`config.mk`:
```
export PLATFORM = sky130hd
export DESIGN_NAME = legv8_control_sequencer
export DESIGN_NICKNAME = d
export VERILOG_FILES = /design/src/rtl/legv8_pkg.sv /design/src/rtl/legv8_cond_eval.sv /design/src/rtl/legv8_control_sequencer.sv
export SDC_FILE = /design/constraint.sdc
export NUM_CORES = 1
export LEC_CHECK = 0
export ABC_AREA = 0
export BUFFER_PORTS_ARGS = -buffer_cell sky130_fd_sc_hd__clkbuf_2
export CELL_PAD_IN_SITES_DETAIL_PLACEMENT = 0
export CELL_PAD_IN_SITES_GLOBAL_PLACEMENT = 1
export CORE_AREA = 2 2 99 173
export DETAILED_ROUTE_END_ITERATION = 7
export DIE_AREA = 0 0 101 175
export PLACE_DENSITY_LB_ADDON = 0.1
export REMOVE_ABC_BUFFERS = 1
export SLEW_MARGIN = 10
export SYNTH_ARGS = -nofsm -noshare
export SYNTH_HDL_FRONTEND = slang
export SYNTH_HIERARCHICAL = 1
export SYNTH_SLANG_ARGS = --single-unit
export TNS_END_PERCENT = 1
```
`constraint.sdc`:
```
create_clock -name clock -period 6.8 [get_ports clock]
set_clock_uncertainty 0.15 [all_clocks]
set_input_delay 1.36 -clock clock [delete_from_list [all_inputs] [get_ports clock]]
set_output_delay 1.36 -clock clock [all_outputs]
set_load 0.01 [all_outputs]
```
`src/rtl/legv8_pkg.sv`:
```
// Shared LEGv8 control definitions: opcodes, ALU/PC select encodings, control-word layout,
// sequencer states, condition codes and the width-prioritised opcode decoder.
package legv8_pkg;

    typedef enum logic [1:0] {StFetch, StExec, StExec2, StHalt} state_e;

    typedef enum logic [4:0] {
        OpAdd, OpSub, OpAnd, OpOrr, OpAdds, OpSubs, OpLdur, OpStur, OpBr,
        OpAddi, OpSubi, OpMovz, OpCbz, OpCbnz, OpBcond, OpB, OpBl, OpIllegal
    } op_e;

    typedef enum logic [3:0] {
        CondEq, CondNe, CondHs, CondLo, CondMi, CondPl, CondVs, CondVc,
        CondHi, CondLs, CondGe, CondLt, CondGt, CondLe, CondAl, CondNv
    } cond_e;

    localparam logic [10:0] OpcAdd   = 11'h458;
    localparam logic [10:0] OpcSub   = 11'h658;
    localparam logic [10:0] OpcAnd   = 11'h450;
    localparam logic [10:0] OpcOrr   = 11'h550;
    localparam logic [10:0] OpcAdds  = 11'h558;
    localparam logic [10:0] OpcSubs  = 11'h758;
    localparam logic [10:0] OpcLdur  = 11'h7C2;
    localparam logic [10:0] OpcStur  = 11'h7C0;
    localparam logic [10:0] OpcBr    = 11'h6B0;
    localparam logic [9:0]  OpcAddi  = 10'h244;
    localparam logic [9:0]  OpcSubi  = 10'h344;
    localparam logic [8:0]  OpcMovz  = 9'h1A5;
    localparam logic [7:0]  OpcCbz   = 8'hB4;
    localparam logic [7:0]  OpcCbnz  = 8'hB5;
    localparam logic [7:0]  OpcBcond = 8'h54;
    localparam logic [5:0]  OpcB     = 6'h05;
    localparam logic [5:0]  OpcBl    = 6'h25;

    // FS = {op[2:0], invB, cin}
    localparam logic [4:0] FsAnd   = 5'b00000;
    localparam logic [4:0] FsOrr   = 5'b00100;
    localparam logic [4:0] FsAdd   = 5'b01000;
    localparam logic [4:0] FsSub   = 5'b01011;
    localparam logic [4:0] FsPassB = 5'b10000;

    localparam logic [1:0] PsHold = 2'b00;
    localparam logic [1:0] PsInc  = 2'b01;
    localparam logic [1:0] PsReg  = 2'b10;
    localparam logic [1:0] PsRel  = 2'b11;

    localparam int unsigned CwDaLsb    = 0;
    localparam int unsigned CwSaLsb    = 5;
    localparam int unsigned CwSbLsb    = 10;
    localparam int unsigned CwFsLsb    = 15;
    localparam int unsigned CwPsLsb    = 20;
    localparam int unsigned CwWr       = 22;
    localparam int unsigned CwWm       = 23;
    localparam int unsigned CwSl       = 24;
    localparam int unsigned CwBsel     = 25;
    localparam int unsigned CwPcsel    = 26;
    localparam int unsigned CwEnAlu    = 27;
    localparam int unsigned CwEnMem    = 28;
    localparam int unsigned CwEnPc     = 29;
    localparam int unsigned CwConstLsb = 30;
    localparam int unsigned CwWidth    = 94;

    typedef struct packed {
        logic [63:0] k;
        logic        en_pc;
        logic        en_mem;
        logic        en_alu;
        logic        pcsel;
        logic        bsel;
        logic        sl;
        logic        wm;
        logic        wr;
        logic [1:0]  ps;
        logic [4:0]  fs;
        logic [4:0]  sb;
        logic [4:0]  sa;
        logic [4:0]  da;
    } ctrl_t;

    // Narrow opcodes are tested first so a wider match overrides them.
    function automatic op_e decode_op(input logic [31:0] ir);
        op_e op;
        op = OpIllegal;
        case (ir[31:26])
            OpcB:    op = OpB;
            OpcBl:   op = OpBl;
            default: ;
        endcase
        case (ir[31:24])
            OpcCbz:   op = OpCbz;
            OpcCbnz:  op = OpCbnz;
            OpcBcond: op = OpBcond;
            default:  ;
        endcase
        if (ir[31:23] == OpcMovz) op = OpMovz;
        case (ir[31:22])
            OpcAddi: op = OpAddi;
            OpcSubi: op = OpSubi;
            default: ;
        endcase
        case (ir[31:21])
            OpcAdd:  op = OpAdd;
            OpcSub:  op = OpSub;
            OpcAnd:  op = OpAnd;
            OpcOrr:  op = OpOrr;
            OpcAdds: op = OpAdds;
            OpcSubs: op = OpSubs;
            OpcLdur: op = OpLdur;
            OpcStur: op = OpStur;
            OpcBr:   op = OpBr;
            default: ;
        endcase
        return op;
    endfunction

endpackage

```
`src/rtl/legv8_cond_eval.sv`:
```
// Combinational B.cond evaluator: condition code against registered {V,C,N,Z} flags.
module legv8_cond_eval
    import legv8_pkg::*;
(
    input  logic [3:0] cond_i,
    input  logic [3:0] flags_i,
    output logic       taken_o
);
    logic v, c, n, z;

    assign {v, c, n, z} = flags_i;

    always_comb begin
        taken_o = 1'b0;
        unique case (cond_e'(cond_i))
            CondEq: taken_o = z;
            CondNe: taken_o = !z;
            CondHs: taken_o = c;
            CondLo: taken_o = !c;
            CondMi: taken_o = n;
            CondPl: taken_o = !n;
            CondVs: taken_o = v;
            CondVc: taken_o = !v;
            CondHi: taken_o = c && !z;
            CondLs: taken_o = !(c && !z);
            CondGe: taken_o = (n == v);
            CondLt: taken_o = (n != v);
            CondGt: taken_o = !z && (n == v);
            CondLe: taken_o = !(!z && (n == v));
            CondAl: taken_o = 1'b1;
            CondNv: taken_o = 1'b1;
        endcase
    end

endmodule

```
`src/rtl/legv8_control_sequencer.sv`:
```
// Multi-cycle LEGv8 control unit: latches the ROM word in FETCH and emits one 94-bit
// datapath control word per cycle while stepping through EXEC/EXEC2.
module legv8_control_sequencer
    import legv8_pkg::*;
#(
    parameter bit HALT_ON_ILLEGAL = 1'b1
) (
    input  logic        clock,
    input  logic        reset,
    input  logic [31:0] instruction,
    input  logic [4:0]  status,
    output logic [93:0] control_word,
    output logic        illegal,
    output logic        halted
);
    state_e      state_q, state_d;
    logic [31:0] ir_q, ir_d;
    logic        zlat_q, zlat_d;
    logic        illegal_q, illegal_d;
    op_e         op;
    ctrl_t       cw;
    logic        cond_taken;
    logic [4:0]  rd, rn, rm;
    logic [5:0]  movz_sh;
    logic [63:0] k_imm12, k_addr9, k_br26, k_br19, k_movz;

    assign op      = decode_op(ir_q);
    assign rd      = ir_q[4:0];
    assign rn      = ir_q[9:5];
    assign rm      = ir_q[20:16];
    assign movz_sh = {ir_q[22:21], 4'b0000};
    assign k_imm12 = {52'd0, ir_q[21:10]};
    assign k_addr9 = {{55{ir_q[20]}}, ir_q[20:12]};
    assign k_br26  = {{36{ir_q[25]}}, ir_q[25:0], 2'b00};
    assign k_br19  = {{43{ir_q[23]}}, ir_q[23:5], 2'b00};
    assign k_movz  = {48'd0, ir_q[20:5]} << movz_sh;

    legv8_cond_eval u_cond_eval (
        .cond_i  (ir_q[3:0]),
        .flags_i (status[4:1]),
        .taken_o (cond_taken)
    );

    always_ff @(posedge clock or negedge reset) begin
        if (!reset) begin
            state_q   <= StFetch;
            ir_q      <= '0;
            zlat_q    <= 1'b0;
            illegal_q <= 1'b0;
        end else begin
            state_q   <= state_d;
            ir_q      <= ir_d;
            zlat_q    <= zlat_d;
            illegal_q <= illegal_d;
        end
    end

    always_comb begin
        state_d   = state_q;
        ir_d      = ir_q;
        zlat_d    = zlat_q;
        illegal_d = illegal_q;
        cw        = '0;
        unique case (state_q)
            StFetch: begin
                ir_d    = instruction;
                state_d = StExec;
            end
            StExec: begin
                state_d = StFetch;
                case (op)
                    OpAdd, OpSub, OpAnd, OpOrr, OpAdds, OpSubs, OpAddi, OpSubi: begin
                        cw.da     = rd;
                        cw.sa     = rn;
                        cw.en_alu = 1'b1;
                        cw.wr     = 1'b1;
                        cw.ps     = PsInc;
                        cw.sl     = (op == OpAdds) || (op == OpSubs);
                        if (op == OpAddi || op == OpSubi) begin
                            cw.bsel = 1'b1;
                            cw.k    = k_imm12;
                        end else begin
                            cw.sb = rm;
                        end
                        unique case (op)
                            OpAdd, OpAdds, OpAddi: cw.fs = FsAdd;
                            OpSub, OpSubs, OpSubi: cw.fs = FsSub;
                            OpAnd:                 cw.fs = FsAnd;
                            default:               cw.fs = FsOrr;
                        endcase
                    end
                    OpMovz: begin
                        cw.da     = rd;
                        cw.bsel   = 1'b1;
                        cw.k      = k_movz;
                        cw.fs     = FsPassB;
                        cw.en_alu = 1'b1;
                        cw.wr     = 1'b1;
                        cw.ps     = PsInc;
                    end
                    OpLdur, OpStur: begin
                        cw.sa   = rn;
                        cw.bsel = 1'b1;
                        cw.k    = k_addr9;
                        cw.fs   = FsAdd;
                        cw.ps   = PsInc;
                        if (op == OpLdur) begin
                            cw.en_mem = 1'b1;
                            cw.wr     = 1'b1;
                            cw.da     = rd;
                        end else begin
                            cw.sb = rd;
                            cw.wm = 1'b1;
                        end
                    end
                    OpB: begin
                        cw.k  = k_br26;
                        cw.ps = PsRel;
                    end
                    OpBr: begin
                        cw.sa = rn;
                        cw.ps = PsReg;
                    end
                    OpBl: begin
                        // Link: PC (still held) is driven onto the bus into X30.
                        cw.en_pc = 1'b1;
                        cw.da    = 5'd30;
                        cw.wr    = 1'b1;
                        state_d  = StExec2;
                    end
                    OpCbz, OpCbnz: begin
                        cw.sb   = rd;
                        cw.fs   = FsPassB;
                        zlat_d  = status[0];
                        state_d = StExec2;
                    end
                    OpBcond: begin
                        if (cond_taken) begin
                            cw.k  = k_br19;
                            cw.ps = PsRel;
                        end else begin
                            cw.ps = PsInc;
                        end
                    end
                    default: begin
                        illegal_d = 1'b1;
                        if (HALT_ON_ILLEGAL) state_d = StHalt;
                        else                 cw.ps   = PsInc;
                    end
                endcase
            end
            StExec2: begin
                state_d = StFetch;
                if (op == OpBl) begin
                    cw.k  = k_br26;
                    cw.ps = PsRel;
                end else if ((op == OpCbz && zlat_q) || (op == OpCbnz && !zlat_q)) begin
                    cw.k  = k_br19;
                    cw.ps = PsRel;
                end else begin
                    cw.ps = PsInc;
                end
            end
            StHalt: state_d = StHalt;
        endcase
    end

    assign control_word = cw;
    assign illegal      = illegal_q;
    assign halted       = (state_q == StHalt);

endmodule

```
## After elaboration in Yosys (flattened, before gate mapping)

Index checks and enable logic that the tools add are counted.

| storage, ports and cells | value |
|---|---|
| bits in registers | 36 |
| input bits | 39 |
| output and inout bits | 96 |
| logic and storage cells | 133 |

| cells by class | value |
|---|---|
| equal/unequal tests | 53 |
| shifts and indexed selects | 1 |
| multiplexer cells | 40 |
| bitwise operators | 1 |
| reductions and logical operators | 34 |

Operators by type and width:

| operator | count |
|---|---|
| case mux 64 bit (5 select lines) | 1 |
| two-way mux 64 bit | 3 |
| case mux 64 bit (2 select lines) | 1 |
| equality test 11 bit, second input constant | 9 |
| left shift 16 x 6 -> 64 bit | 1 |
| case mux 5 bit (3 select lines) | 4 |
| case mux 5 bit (9 select lines) | 1 |
| equality test 5 x 4 -> 1 bit, second input constant | 8 |
| equality test 4 bit, second input constant | 8 |
| two-way mux 5 bit | 5 |
| OR reduction 11 bit | 2 |
| equality test 10 bit, second input constant | 2 |
| equality test 5 x 3 -> 1 bit, second input constant | 4 |
| two-way mux 20 bit | 1 |
| case mux 5 bit (2 select lines) | 2 |
| OR reduction 17 bit | 1 |
| equality test 4 x 3 -> 1 bit, second input constant | 4 |
| equality test 8 bit, second input constant | 2 |
| case mux 2 bit (4 select lines) | 2 |
| case mux 1 bit (15 select lines) | 1 |
| OR reduction 3 bit | 5 |
| OR reduction 14 bit | 1 |
| two-way mux 12 bit | 1 |
| case mux 4 bit (3 select lines) | 1 |
| 31 further kinds | 59 |

## Depth between registers and ports, before layout

| logic depth | value |
|---|---|
| word-level depth | 12 |
| depth in mapped cells | 11 |
| gate-level depth less buffers | 9 |

## Cells and area by module

Netlist, hierarchy kept.

By module, submodules not included:

| module | times used | cells an instance | area an instance (um2) | sequential area each (um2) |
|---|---|---|---|---|
| legv8_control_sequencer | 1 | 543 | 3839.9 | 900.9 |
| legv8_cond_eval | 1 | 30 | 185.2 | 0.0 |

## Least setup slack after synthesis

No wires, ideal clock.

| timing | value |
|---|---|
| path kind | in2out |
| from | input status[4] |
| to | output control_word[82] |
| arrival time | 3.291 ns |
| required time | 5.290 ns |
| setup slack | 1.999 ns |
| stages on the path | 10 |
| path buffers | 1 |
| cells stage by stage | xor2_1 or4b_1 nand2_1 nand2_1 o2111ai_1 nand3_1 nor3_4 clkbuf_1 a211oi_1 o21ai_0 |

| between the ends | value |
|---|---|
| word-level cells in the longest chain between the ends | 7 |
| elaborated cells between the ends (all ways) | 9 |
| classes of those cells | eq/ne (2); mux (4); reduce/logical (3) |

Ends and longest elaborated chain:

| element | RTL line | source |
|---|---|---|
| start: declaration | legv8_control_sequencer.sv:11 | `input logic [4:0] status,` |
| equality test 1 bit | legv8_cond_eval.sv:26, legv8_cond_eval.sv:28, legv8_cond_eval.sv:29 |  |
| logical AND 1 bit | legv8_cond_eval.sv:28, legv8_cond_eval.sv:29 |  |
| logical NOT 1 bit | legv8_cond_eval.sv:29 | `CondLe: taken_o = !(!z && (n == v));` |
| case mux 1 bit (15 select lines) (*) | legv8_cond_eval.sv:15 | `unique case (cond_e'(cond_i))` |
| net cond_taken | legv8_control_sequencer.sv:22 | `logic cond_taken;` |
| two-way mux 64 bit (*) | legv8_control_sequencer.sv:138 | `if (cond_taken) begin` |
| case mux 64 bit (5 select lines) (*) | legv8_control_sequencer.sv:71 | `case (op)` |
| case mux 64 bit (2 select lines) (*) | legv8_control_sequencer.sv:64 | `unique case (state_q)` |
| end: declaration | legv8_control_sequencer.sv:12 | `output logic [93:0] control_word,` |

Mark *: on every way through the listed nets, which the timed path passes. The rest lies on a longest branch.

## Final worst setup path

| timing | value |
|---|---|
| from | register ir_q[23] |
| to | output control_word[81] |

| between the ends | value |
|---|---|
| word-level cells in the longest chain between the ends | 10 |
| elaborated cells between the ends (all ways) | 41 |
| classes of those cells | eq/ne (27); mux (8); reduce/logical (6) |

Ends and longest elaborated chain:

| element | RTL line | source |
|---|---|---|
| start: declaration | legv8_control_sequencer.sv:17 | `logic [31:0] ir_q, ir_d;` |
| start signal: assignment | legv8_control_sequencer.sv:52 | `ir_q <= ir_d;` |
| parallel branches: the longest is 9 deep, another holds case mux 64 bit (5 select lines) | -- |  |
| case mux 64 bit (2 select lines) (*) | legv8_control_sequencer.sv:64 |  |

Every way passes the cells marked *.

==> impl_metrics.py <==
metrics = {
    "route": {
        "vias_per_cell": 5.59,
        "drt_first_pass_iters": 5,
        "vias": 4760,
        "wire_per_inst_um": 20.8,
        "finalWirelength_mm": 17.7,
        "ant_nets": 0,
        "drcViolationCount": 0,
        "drt-initial-drc-count": 297,
    },
    "hold_path": {
        "min_from": "illegal",
        "hold_path_class": "flop to flop",
    },
    "timing": {
        "grt_setup_unrepaired": "false",
        "setup_violations": 0,
        "post-route-min-period_ps": 5980,
        "post-route-period-util_pct": 88.0,
        "clock.fmax_mhz": 167,
        "setup-tns-final_ps": 0,
        "tightestPinTransition_ps": 1160,
        "finalHoldViolations": 0,
        "relSlewSlack_pct": 22.5,
        "slew_violations": 0,
    },
    "layout": {
        "syn2layout_area_growth_pct": 22.9,
        "layout_commonest_cell": "clkbuf_2",
        "mostFrequentLayoutCells": "clkbuf_2, o21ai_0, nand2_1",
        "instances_no_fill": 851,
        "nFillCells": 1873,
        "drive_gt1_share_pct": 28.4,
        "nets": 703,
        "stdcell_area_mm2": 0.00495,
        "diodes": 0,
        "fin_util_pct": 30.4,
    },
    "global_routing": {
        "grt_pass1_wl_mm": 27.1,
        "track_usage_pct": 19.8,
        "grt_pass1_vias": 4685,
        "grt_max_degree": 66,
        "antenna_found_initial": 0,
        "grt-ovfl-total": 0,
    },
    "synth": {
        "avgSynthCellArea_um2": 7.02,
        "syn-instance-count": 573,
        "synth_edf_count": 0,
        "synth_area_mm2": 0.00403,
        "synth_seq_cells": 36,
        "synth-async-reset-ratio_pct": 100,
        "synth_ff_type": "dfrtp_1",
        "ys_seq_area_share_pct": 22.4,
        "yosys_warnings": 6,
        "synth_cell_types": 70,
    },
    "floorplan": {
        "ios": 135,
        "core_mm2": 0.0163,
        "fp.dieH_um": 175,
        "die_x_um": 101,
        "die_area_mm2": 0.0177,
        "start_util_pct": 24.7,
        "row_count": 62,
    },
    "placed_design": {
        "placed_area_mm2": 0.00478,
        "gp_congestion": 0.871,
        "place_hpwl_mm": 12.9,
        "port_buffers": 133,
        "dp.cells": 844,
    },
    "clock_tree": {
        "clockRootBuffer": "clkbuf_16",
        "clk_pin_slew_worst_paths_ps": 60,
        "htreeDepth": 2,
        "worstSkewPairLatency_ps": 290,
        "cts_sinks": 36,
        "cts_setup_buffers": 0,
        "clockBufferDepth": 2,
        "cts_buffers": 5,
        "ctsResizeCount": 0,
        "cts_hold_buf": 0,
        "cts_tree": "yes",
    },
    "power": {
        "p_seq_share_pct": 41.8,
        "intPower_mw": 0.728,
        "p_leak_nw": 2.04,
        "ir_drop_uv": 137,
        "p_clk_share_pct": 16.3,
        "p_switching_mw": 0.816,
        "switching_share_pct": 52.8,
        "comb_power_share_pct": 41.9,
        "finalPower_mw": 1.54,
        "power_density_mw_per_mm2": 312,
    },
    "setup_path": {
        "cp.arrival_ps": 4470,
        "endpoint_kind": "primary output",
        "criticalPathCategory": "flop to primary output",
        "r2r_start": "ir_q[30]",
        "slowest_stage": "a211oi_4",
        "cp-start-kind": "flop",
        "slowest_delay_ps": 870,
        "path_cells": "or4b_4, a2111oi_0, nor4b_2, nor4bb_1, o21a_1, a211oi_4, o21ai_0, clkbuf_2",
        "critPathRequiredTime_ps": 5290,
        "cp_max_fo": 37,
        "startpoint": "ir_q[23]",
    },
    "run": {
        "maxCapViolCount": 0,
    },
    "status": {
        "status": "completed",
    },
}
==> state kept, by name (all words and copies together), names as in the netlist <==
register / count
ir_q: 32
zlat_q: 1
state_q: 2
illegal: 1
==> power by group through the flow <==
stage	clock network, mW	registers (mW)	logic [mW]
after CTS	0.261	0.643	0.650
after global placement	0	0.644	0.642
final	0.251	0.646	0.647
after floorplan	0	0.507	0.456
after global routing	0.266	0.676	0.725
after detailed placement	0	0.649	0.646
==> metrics by stage <==
step           worst slack [ps]  hold slack [ps]
2_1_floorplan              1500              354
3_3_place_gp               1080              308
3_5_place_dp               1040              305
4_1_cts                     709              325
5_1_grt                     485              348
6_report                    817              320
==> worst paths after layout <==
| kind | to | slack, ps | cells past startpoint |
|---|---|---|---|
| max in group asynchronous | ir_q[9] | 4790 | 1 |
| max | control_word[81] | 820 | 8 |
| max reg2reg | illegal | 3520 | 7 |
| min in group asynchronous | ir_q[25] | 1080 | 1 |
| min | illegal | 320 | 1 |
| min reg2reg | illegal | 320 | 1 |
==> critical path: cells and delay by family, from the launching register on <==
family          cells  cell delay (ps)
compound gates      4             2110
simple gates        3             1200
flops               1              660
buf+inv             1              210
==> synth_stat cells (all sizes together) (3+ instances only) <==
cell / count / area, µm²
nand2b: 10 / 62.6
nor3b: 4 / 30.0
or4b: 3 / 33.8
a21oi: 47 / 235
a221o: 6 / 60.1
buf: 15 / 77.6
and3: 3 / 18.8
or3: 7 / 45.1
dfrtp: 36 / 901
a31oi: 6 / 37.5
a221oi: 14 / 123
nand2: 57 / 214
inv: 29 / 109
nor3: 22 / 121
o21ai: 91 / 455
nor2b: 5 / 31.3
a222oi: 6 / 60.1
a22oi: 8 / 60.1
or3b: 3 / 26.3
ha: 5 / 62.6
a211oi: 41 / 333
nor2: 33 / 124
clkbuf: 54 / 208
or2: 4 / 25.0
nor4: 5 / 31.3
mux2: 10 / 113
a21o: 4 / 30.0
a2111oi: 3 / 26.3
==> per-layer routing <==
metal  global-route usage, %  wire length [µm]  vias up
li1                        -                 -     2284
met1                    22.6              6930     2289
met3                    1.96               731       36
met4                    9.01               727        0
met5                       0                 0        -
met2                    36.1              9340      151
==> kinds of logic after synthesis <==
kind of cell	synth area share [%]
buffers and inverters	9.79
other	0.0932
AO/OA/AOI/OAI	39.7
flip-flops	22.4
XOR/XNOR	0.435
multiplexers	2.80
AND/OR/NAND/NOR	23.3
adder cells (fa/ha/maj)	1.55
==> cell type report <==
| type | instances | area (µm²) | share of cell area (%) |
|---|---|---|---|
| Timing Repair Buffer | 148 | 778 | 15.7 |
| Sequential cell | 36 | 901 | 18.2 |
| Tap cell | 192 | 240 | 4.86 |
| Inverter | 29 | 109 | 2.20 |
| Clock buffer | 7 | 153 | 3.09 |
| Multi-Input combinational cell | 439 | 2770 | 55.9 |
Note: power is estimated with default switching activity, not from simulation.
